## src/rtl/dither_line_scheduler_if.sv

```systemverilog
// Bundle between the greyscale pixel source, the line-buffer/dither datapath
// and the line scheduler. The scheduler takes the slave side.
interface dither_line_scheduler_if;
  logic        bw_pixel_valid;
  logic [10:0] bw_hcount;
  logic [9:0]  bw_vcount;
  logic        bw_ready;
  logic [2:0]  fill_sel;
  logic [2:0]  cur_sel;
  logic [2:0]  nxt_sel;
  logic [10:0] rd_addr;
  logic        rd_req;
  logic        a_valid;
  logic [10:0] a_hcount;
  logic [9:0]  a_vcount;
  logic        frame_done;
  logic        sync_err;

  modport master (
    output bw_pixel_valid, bw_hcount, bw_vcount,
    input  bw_ready, fill_sel, cur_sel, nxt_sel, rd_addr, rd_req,
           a_valid, a_hcount, a_vcount, frame_done, sync_err
  );

  modport slave (
    input  bw_pixel_valid, bw_hcount, bw_vcount,
    output bw_ready, fill_sel, cur_sel, nxt_sel, rd_addr, rd_req,
           a_valid, a_hcount, a_vcount, frame_done, sync_err
  );
endinterface

```

## src/rtl/dither_line_scheduler.sv

```systemverilog
// Rotates fill/current/next roles over three line buffers and issues dither
// read requests, with READ_LATENCY-aligned a_* outputs and a two-row drain.
module dither_line_scheduler #(
  parameter int FRAME_WIDTH  = 240,
  parameter int FRAME_HEIGHT = 320,
  parameter int READ_LATENCY = 2
) (
  input  logic                     clk_in,
  input  logic                     rst_n_in,
  dither_line_scheduler_if.slave   bus
);

  localparam logic [10:0] LAST_COL   = 11'(FRAME_WIDTH - 1);
  localparam logic [9:0]  LAST_ROW   = 10'(FRAME_HEIGHT - 1);
  localparam logic [9:0]  DRAIN_ROW0 = 10'(FRAME_HEIGHT - 2);

  typedef enum logic [1:0] {S_IDLE, S_PRIME, S_RUN, S_DRAIN} state_e;

  state_e      state_q, state_d;
  logic [1:0]  rot_q, rot_d, rot_inc, rot_eff;
  logic [10:0] col_q, col_d;
  logic        pass_q, pass_d;
  logic        frame_done_q, frame_done_d;
  logic        sync_err_q, sync_err_d;

  logic        accept, sof, eol, feeding;
  logic        req;
  logic [10:0] req_h;
  logic [9:0]  req_v;

  assign accept  = bus.bw_pixel_valid & bus.bw_ready;
  assign sof     = accept && (bus.bw_hcount == 11'd0) && (bus.bw_vcount == 10'd0);
  assign eol     = accept && (bus.bw_hcount == LAST_COL);
  assign feeding = (state_q == S_PRIME) || (state_q == S_RUN);
  assign rot_inc = (rot_q == 2'd2) ? 2'd0 : rot_q + 2'd1;

  always_ff @(posedge clk_in or negedge rst_n_in) begin
    if (!rst_n_in) begin
      state_q      <= S_IDLE;
      rot_q        <= 2'd0;
      col_q        <= 11'd0;
      pass_q       <= 1'b0;
      frame_done_q <= 1'b0;
      sync_err_q   <= 1'b0;
    end else begin
      state_q      <= state_d;
      rot_q        <= rot_d;
      col_q        <= col_d;
      pass_q       <= pass_d;
      frame_done_q <= frame_done_d;
      sync_err_q   <= sync_err_d;
    end
  end

  always_comb begin
    state_d      = state_q;
    rot_d        = rot_q;
    col_d        = col_q;
    pass_d       = pass_q;
    frame_done_d = 1'b0;
    sync_err_d   = 1'b0;
    case (state_q)
      S_IDLE: if (sof) state_d = S_PRIME;
      S_PRIME, S_RUN: begin
        if (sof) begin
          state_d    = S_PRIME;
          rot_d      = 2'd0;
          sync_err_d = 1'b1;
        end else if (eol) begin
          rot_d = rot_inc;
          if (state_q == S_PRIME && bus.bw_vcount == 10'd1) state_d = S_RUN;
          if (state_q == S_RUN && bus.bw_vcount == LAST_ROW) begin
            state_d = S_DRAIN;
            col_d   = 11'd0;
            pass_d  = 1'b0;
          end
        end
      end
      S_DRAIN: begin
        if (col_q == LAST_COL) begin
          col_d  = 11'd0;
          pass_d = ~pass_q;
          rot_d  = rot_inc;
          if (pass_q) begin
            state_d      = S_IDLE;
            frame_done_d = 1'b1;
          end
        end else begin
          col_d = col_q + 11'd1;
        end
      end
      default: state_d = S_IDLE;
    endcase
  end

  // A resync pixel must already land in buffer 0, so the selects see rot=0 now.
  always_comb begin
    bus.bw_ready = (state_q != S_DRAIN);
    rot_eff      = (feeding && sof) ? 2'd0 : rot_q;
    req          = 1'b0;
    req_h        = 11'd0;
    req_v        = 10'd0;
    case (rot_eff)
      2'd1:    begin bus.fill_sel = 3'b010; bus.cur_sel = 3'b100; bus.nxt_sel = 3'b001; end
      2'd2:    begin bus.fill_sel = 3'b100; bus.cur_sel = 3'b001; bus.nxt_sel = 3'b010; end
      default: begin bus.fill_sel = 3'b001; bus.cur_sel = 3'b010; bus.nxt_sel = 3'b100; end
    endcase
    if (state_q == S_RUN && accept && !sof) begin
      req   = 1'b1;
      req_h = bus.bw_hcount;
      req_v = bus.bw_vcount - 10'd2;
    end else if (state_q == S_DRAIN) begin
      req   = 1'b1;
      req_h = col_q;
      req_v = DRAIN_ROW0 + {9'd0, pass_q};
    end
    bus.rd_req  = req;
    bus.rd_addr = req_h;
  end

  logic        pipe_vld_q [READ_LATENCY];
  logic [10:0] pipe_h_q   [READ_LATENCY];
  logic [9:0]  pipe_v_q   [READ_LATENCY];

  genvar gi;
  generate
    for (gi = 0; gi < READ_LATENCY; gi++) begin : g_pipe
      logic        vld_d;
      logic [10:0] h_d;
      logic [9:0]  v_d;
      if (gi == 0) begin : g_head
        assign vld_d = req;
        assign h_d   = req_h;
        assign v_d   = req_v;
      end else begin : g_tail
        assign vld_d = pipe_vld_q[gi-1];
        assign h_d   = pipe_h_q[gi-1];
        assign v_d   = pipe_v_q[gi-1];
      end
      always_ff @(posedge clk_in or negedge rst_n_in) begin
        if (!rst_n_in) begin
          pipe_vld_q[gi] <= 1'b0;
          pipe_h_q[gi]   <= 11'd0;
          pipe_v_q[gi]   <= 10'd0;
        end else begin
          pipe_vld_q[gi] <= vld_d;
          pipe_h_q[gi]   <= h_d;
          pipe_v_q[gi]   <= v_d;
        end
      end
    end
  endgenerate

  assign bus.a_valid    = pipe_vld_q[READ_LATENCY-1];
  assign bus.a_hcount   = pipe_h_q[READ_LATENCY-1];
  assign bus.a_vcount   = pipe_v_q[READ_LATENCY-1];
  assign bus.frame_done = frame_done_q;
  assign bus.sync_err   = sync_err_q;

endmodule

```

## src/flat_wrapper.sv

```systemverilog
// flat-port wrapper written by rule: the top's interface ports become plain ports
module dither_line_scheduler_flat 
#(
  parameter int FRAME_WIDTH  = 240,
  parameter int FRAME_HEIGHT = 320,
  parameter int READ_LATENCY = 2
)
  (clk_in, rst_n_in, bus_bw_pixel_valid, bus_bw_hcount, bus_bw_vcount, bus_bw_ready, bus_fill_sel, bus_cur_sel, bus_nxt_sel, bus_rd_addr, bus_rd_req, bus_a_valid, bus_a_hcount, bus_a_vcount, bus_frame_done, bus_sync_err);
  dither_line_scheduler_if bus_i ();
  input  logic clk_in;
  input  logic rst_n_in;
  input wire logic [$bits(bus_i.bw_pixel_valid)-1:0] bus_bw_pixel_valid;
  input wire logic [$bits(bus_i.bw_hcount)-1:0] bus_bw_hcount;
  input wire logic [$bits(bus_i.bw_vcount)-1:0] bus_bw_vcount;
  output wire logic [$bits(bus_i.bw_ready)-1:0] bus_bw_ready;
  output wire logic [$bits(bus_i.fill_sel)-1:0] bus_fill_sel;
  output wire logic [$bits(bus_i.cur_sel)-1:0] bus_cur_sel;
  output wire logic [$bits(bus_i.nxt_sel)-1:0] bus_nxt_sel;
  output wire logic [$bits(bus_i.rd_addr)-1:0] bus_rd_addr;
  output wire logic [$bits(bus_i.rd_req)-1:0] bus_rd_req;
  output wire logic [$bits(bus_i.a_valid)-1:0] bus_a_valid;
  output wire logic [$bits(bus_i.a_hcount)-1:0] bus_a_hcount;
  output wire logic [$bits(bus_i.a_vcount)-1:0] bus_a_vcount;
  output wire logic [$bits(bus_i.frame_done)-1:0] bus_frame_done;
  output wire logic [$bits(bus_i.sync_err)-1:0] bus_sync_err;
  assign bus_i.bw_pixel_valid = bus_bw_pixel_valid;
  assign bus_i.bw_hcount = bus_bw_hcount;
  assign bus_i.bw_vcount = bus_bw_vcount;
  assign bus_bw_ready = bus_i.bw_ready;
  assign bus_fill_sel = bus_i.fill_sel;
  assign bus_cur_sel = bus_i.cur_sel;
  assign bus_nxt_sel = bus_i.nxt_sel;
  assign bus_rd_addr = bus_i.rd_addr;
  assign bus_rd_req = bus_i.rd_req;
  assign bus_a_valid = bus_i.a_valid;
  assign bus_a_hcount = bus_i.a_hcount;
  assign bus_a_vcount = bus_i.a_vcount;
  assign bus_frame_done = bus_i.frame_done;
  assign bus_sync_err = bus_i.sync_err;
  dither_line_scheduler #(.FRAME_WIDTH(FRAME_WIDTH), .FRAME_HEIGHT(FRAME_HEIGHT), .READ_LATENCY(READ_LATENCY)) u_core (.clk_in(clk_in), .rst_n_in(rst_n_in), .bus(bus_i));
endmodule
```

## config.mk

```make
export PLATFORM = sky130hd
export DESIGN_NAME = dither_line_scheduler_flat
export DESIGN_NICKNAME = d
export VERILOG_FILES = /design/src/rtl/dither_line_scheduler_if.sv /design/src/rtl/dither_line_scheduler.sv /design/src/flat_wrapper.sv
export SDC_FILE = /design/constraint.sdc
export NUM_CORES = 1
export LEC_CHECK = 0
export CORE_UTILIZATION = 48
export DETAILED_ROUTE_END_ITERATION = 10
export GPL_ROUTABILITY_DRIVEN = 0
export HOLD_SLACK_MARGIN = 0.1
export PLACE_DENSITY_LB_ADDON = 0.3
export SLEW_MARGIN = 20
export SYNTH_ARGS = -nofsm -noshare
export SYNTH_HDL_FRONTEND = slang
export SYNTH_SLANG_ARGS = --single-unit
export TNS_END_PERCENT = 1
```

## constraint.sdc

```tcl
create_clock -name clk_in -period 3.9 [get_ports clk_in]
set_clock_uncertainty 0.2 [all_clocks]
set_input_delay 0.78 -clock clk_in [delete_from_list [all_inputs] [get_ports clk_in]]
set_output_delay 0.78 -clock clk_in [all_outputs]
set_load 0.01 [all_outputs]
```

== Word-level counts from Yosys, hierarchy flattened ==
Index checks and enable logic that the tools add are counted.

* $add $sub $neg: 4
* Eq/ne operators: 19
* Multiplexer cells: 38
* Bitwise operators: 2
* Reductions and logical operators: 19

{| class="wikitable"
|+ Operator list
! kind !! count
|-
| 11-bit 2-to-1 mux || 6
|-
| 2-bit 2-to-1 mux || 12
|-
| 11-bit by 8-bit equality test with 1-bit output, second input constant || 2
|-
| 11-bit one-hot mux with 2 select lines || 1
|-
| 10-bit 2-to-1 mux || 2
|-
| 3-bit one-hot mux with 2 select lines || 3
|-
| 11-bit by 1-bit adder with 11-bit output, second input constant || 1
|-
| 11-bit zero test || 1
|-
| 1-bit 2-to-1 mux || 11
|-
| 9-bit by 1-bit adder with 10-bit output, first input constant || 1
|-
| 10-bit by 1-bit equality test with 1-bit output, second input constant || 1
|-
| 10-bit by 9-bit equality test with 1-bit output, second input constant || 1
|-
| 10-bit zero test || 1
|-
| 2-bit by 1-bit inequality test with 1-bit output, second input constant || 5
|-
| 5-bit AND reduction || 2
|-
| 10-bit by 2-bit subtractor with 10-bit output, second input constant || 1
|-
| 2-bit equality test, second input constant || 4
|-
| 1-bit logical AND || 8
|-
| 2-bit one-hot mux with 3 select lines || 1
|-
| 2-bit by 1-bit equality test with 1-bit output, second input constant || 2
|-
| 2-bit inequality test, second input constant || 2
|-
| 4-bit by 1-bit inequality test with 1-bit output, second input constant || 1
|-
| 2-bit one-hot mux with 2 select lines || 1
|-
| 4-bit AND reduction || 1
|-
| other kinds (11) || 11
|}

* Register bits: 62
* Input bits: 24
* Output and inout port bits: 46
* Logic and storage cells: 94

== Longest topological paths before layout ==
* Depth in word-level cells: 8
* Gate-level depth with buffers: 8
* Mapped depth without buffers: 7

== Worst setup path after synthesis ==
OpenSTA, ideal clock, no wires.

* Path kind: in2out
* Start point: input port bus_bw_vcount[1]
* End point: output port bus_fill_sel[0]
* Arrival time: 2.415 ns
* Data required time: 2.920 ns
* Slack: 0.505 ns
* Stages: 7
* Buffers on the path: 1
* Cell sequence: nor4_1 -> nand3_1 -> nor2_1 -> nand2_1 -> and2_1 -> ha_1 -> buf_4

* Cells in the longest elaborated chain, start to end: 6
* Elaborated cells between the ends (all ways): 7

{| class="wikitable"
|+ Ends and longest elaborated chain
! item !! line !! source
|-
| start, declared || flat_wrapper.sv:14 || <nowiki>input wire logic [$bits(bus_i.bw_vcount)-1:0] bus_bw_vcount;</nowiki>
|-
| 10-bit zero test (*) || dither_line_scheduler.sv:32 || <nowiki>assign sof = accept && (bus.bw_hcount == 11'd0) && (bus.bw_vcount == 10'd0);</nowiki>
|-
| 1-bit logical AND (*) || dither_line_scheduler.sv:32 ||
|-
| 1-bit logical AND (*) || dither_line_scheduler.sv:99 || <nowiki>rot_eff = (feeding && sof) ? 2'd0 : rot_q;</nowiki>
|-
| 2-bit 2-to-1 mux (*) || dither_line_scheduler.sv:99 ||
|-
| 2-bit equality test / 2-bit by 1-bit equality test with 1-bit output (equally long branches) || dither_line_scheduler.sv:103 || <nowiki>case (rot_eff)</nowiki>
|-
| 3-bit one-hot mux with 2 select lines (*) || dither_line_scheduler.sv:103 ||
|-
| end, declared || flat_wrapper.sv:16 || <nowiki>output wire logic [$bits(bus_i.fill_sel)-1:0] bus_fill_sel;</nowiki>
|}

Mark *: on every way between the ends. The rest lies on a longest branch, timed or not.

== Worst setup path after layout ==
* Start point: input port bus_bw_hcount[1]
* End point: output port bus_fill_sel[2]

* Cells in the longest elaborated chain, start to end: 7
* Elaborated cells between the ends (all ways): 8

{| class="wikitable"
|+ Ends and longest elaborated chain
! item !! line !! source
|-
| start, declared || flat_wrapper.sv:13 || <nowiki>input wire logic [$bits(bus_i.bw_hcount)-1:0] bus_bw_hcount;</nowiki>
|-
| 11-bit zero test (*) || dither_line_scheduler.sv:32 ||
|-
| 1-bit logical AND (*) (2 in a row) || dither_line_scheduler.sv:32 ||
|-
| 1-bit logical AND (*) || dither_line_scheduler.sv:99 ||
|-
| 2-bit 2-to-1 mux (*) || dither_line_scheduler.sv:99 ||
|-
| 2-bit equality test / 2-bit by 1-bit equality test with 1-bit output (equally long branches) || dither_line_scheduler.sv:103 ||
|-
| 3-bit one-hot mux with 2 select lines (*) || dither_line_scheduler.sv:103 ||
|}

Marked as above.

==> results.md <==
- Clock buffer depth: 2
- Startpoint Class: input port
- DRT Pass-1 Iters: 4
- Top cells by instance count after synthesis: dfrtp_1 (62), nor2_1 (15), o21ai_0 (14)
- ANT cells: 0
- Hold_buf cts: 0
- WL/cell: 16.9 µm
- Syn Std Cell Area: 2630 µm²
- Area of the multi-input gates: between 900 and 1000 µm²
- Synth area leader: dfrtp_1
- Post-synth net total: 259
- Largest cells by area after synthesis: dfrtp_1 (59%), a22o_1 (4.3%), ha_1 (4.3%)
- Final Hold Vio Count: 0
- Post-detail-place hpwl: approximately 4400 µm
- Final setup vio count: 0
- Non-Filler Instances: 394
- Die area: 5770 µm²
- H-Tree Depth: 3
- Leak pwr: 1.90 nW
- CTS tree: yes
- Crit Reg-Reg Endpoint: u_core.col_q[7]
- PD cells: 653 nW/µm²
- Asr flop ratio synth: 1.00
- Vias in the first global route: 2166
- Crit path arrival time: 2850 ps
- Synth-to-Final Area Change: 45.8%
- Sequential cell area: 1550 µm²
- Ports: 70
- Via count: 2133
- Vias per cell: about 5.4
- Worst R2R Path Depth: 7
- Proportion of layout cells with a drive suffix above 1: 0.173
- Outcome: finished clean
- Initial core utilization: 0.508
- WP data required: 2920 ps
- Register-to-Register Setup Slack: 1150 ps
- Fraction of the mapped netlist area in simple logic gates: 0.144
- Unique masters post-synth: 43
- # placed instances: 376
- Max frequency: 261 MHz
- Tot GR Track Use: 0.252
- Max_cap viols: 0
- Die Ht: 76.0 µm
- Min-delay worst type: reg -> reg
- Worst Setup End Kind: primary output
- Post-synthesis mux area share: 0.0157
- Antenna Nets Post-Route: 0
- Final period util: 0.982
- Max-slew headroom: 0.616
- Pin count of the biggest net entering global routing: 50
- Util after Layout: 0.740
- Largest family of logic cells by synthesized area: simple AND/OR/NAND/NOR gates
- Post-Synth XOR/XNOR Area: 0.0233
- CP Capture Point: bus_fill_sel[2]
- CP Launch Point: bus_bw_hcount[1]
- Count leader, synth: dfrtp_1
- Post-synth EDFFs: 0
- Ys Warns: 0
- Clock latency on the worst-skew pair: 340 ps
- Final Power: 2.50 mW
- # port buffers: just under 70
- Total wire length: 6650 µm
- Starting DRT DRC Count: 204
- Pins Over Slew Limit: 0
- Core area: 5170 µm²
- Initial antenna violation count: 0
- Top cell type's share of synthesized area: 0.591
- Post-synthesis compound-gate area fraction: 0.136
- VDD IR max: about 0.33 mV
- Synth Area in Adders: 0.0429
- # DRC: 0
- FF+latch count, synth: 62
- Clock-pin slew of the registers on the worst-case setup and hold paths: 70 ps
- Number of buffers created by CTS: 9
- Clock sinks: 62
- Sequential area share after synthesis: 0.591
- Final net count: 352
- CP max FO: 4
- # fillers: approximately 330
- Worst Path Class, Setup: in -> out
- Syn Area/Cell: 11.6 µm²
- Clk root buf: clkbuf_8
- FF-to-FF Start: u_core.state_q[0]
- First-pass GRT wire length: 10900 µm
- Tmin final: about 3800 ps
- GRT Residual Overflow: 0
- Die width: 76.0 µm
- Worst slew pin tran: about 580 ps
- Most common flop cell mapped by yosys: dfrtp_1
- # rows: 26
- Post-Syn Instances: between 200 and 250
==> state kept, by name (all words and copies together) (netlist names), 2 cells and up <==
signal	cells
u_core.g_pipe.h_d	11
u_core.bus.a_hcount	11
u_core.rot_q	2
u_core.col_q	11
u_core.g_pipe.v_d	10
u_core.state_q	2
u_core.bus.a_vcount	10
==> layout by cell type (no fill, tap or decap), types with 7 or more instances in the layout <==
master           count
a22o_1              13
buf_4               27
clkbuf_8            10
clkdlybuf4s50_1     42
dfrtp_1             62
dlygate4sd2_1       12
dlymetal6s2s_1      14
ha_1                 9
inv_1               12
nand2_1             13
nand3_1              7
nor2_1              13
o21ai_0             14
==> area by class of cell <==
type	count	area share
sequential	62	0.405
clock buffer	10	0.0359
clock inverter	6	0.0284
tap	70	0.0229
multi-input combinational	139	0.260
inverter	12	0.0118
timing repair buffer	95	0.236
==> report_power, final <==
group	internal, mW	switching [mW]	total (mW)	leakage, nW
clock network	0.440	0.245	0.685	0.126
logic	0.434	0.467	0.900	1.02
registers	0.818	0.0954	0.913	0.750
==> critical path, stage by stage <==
cell             delay (ps)
clkdlybuf4s50_1         450
nor4_2                  300
nand4_1                 240
nor2_2                  200
nand2_1                  90
buf_4                   150
and2_1                  150
ha_1                    200
dlygate4sd2_1           290
==> metal layers <==
| metal | vias up | share of wire | GRT usage | routed length (µm) |
|---|---|---|---|---|
| met3 | 26 | 0.054 | 0.0743 | 360 |
| li1 | 984 | - | - | - |
| met4 | 0 | 0.041 | 0.150 | 275 |
| met2 | 93 | 0.54 | 0.434 | 3570 |
| met1 | 1030 | 0.37 | 0.274 | 2450 |
| met5 | - | 0 | 0 | 0 |
==> timing repair <==
| item | CTS | global route |
|---|---|---|
| endpoints found under the setup margin | 21 | 17 |
| pin swaps | 4 | 4 |
| buffers inserted | 2 | 0 |
| gates resized for setup | 17 | 17 |
==> cells by family after synthesis <==
kind of cell / count (synthesis)
buf+inv: 25
flops: 62
xor+xnor: 7
simple gates: 70
fa+ha+maj: 9
compound gates: 49
mux: 4
==> metrics by stage <==
step	hold WS, ps	instance area [µm²]	TNS, ps	setup slack [ps]
6_report	146	3830	0	68.4
4_1_cts	149	3770	0	59.5
3_3_place_gp	132	3500	-2310	-169
2_1_floorplan	131	2630	0	505
5_1_grt	151	3830	-113	-23.2
3_5_place_dp	135	3500	-3150	-188
==> worst min path at each step <==
| stage | slack, ps | to | cells past startpoint | start |
|---|---|---|---|---|
| after detailed placement | 130 | u_core.bus.a_hcount[3] | 0 | u_core.g_pipe[1].h_d[3] |
| after global placement | 130 | u_core.bus.a_vcount[7] | 0 | u_core.g_pipe[1].v_d[7] |
| after floorplan | 130 | u_core.bus.a_hcount[0] | 0 | u_core.g_pipe[1].h_d[0] |
| final | 150 | u_core.bus.a_valid | 0 | u_core.g_pipe[1].vld_d |
| after global routing | 150 | u_core.bus.a_hcount[7] | 0 | u_core.g_pipe[1].h_d[7] |
| after CTS | 150 | u_core.bus.a_hcount[7] | 0 | u_core.g_pipe[1].h_d[7] |
No activity file was read; power rests on OpenSTA's default activity.
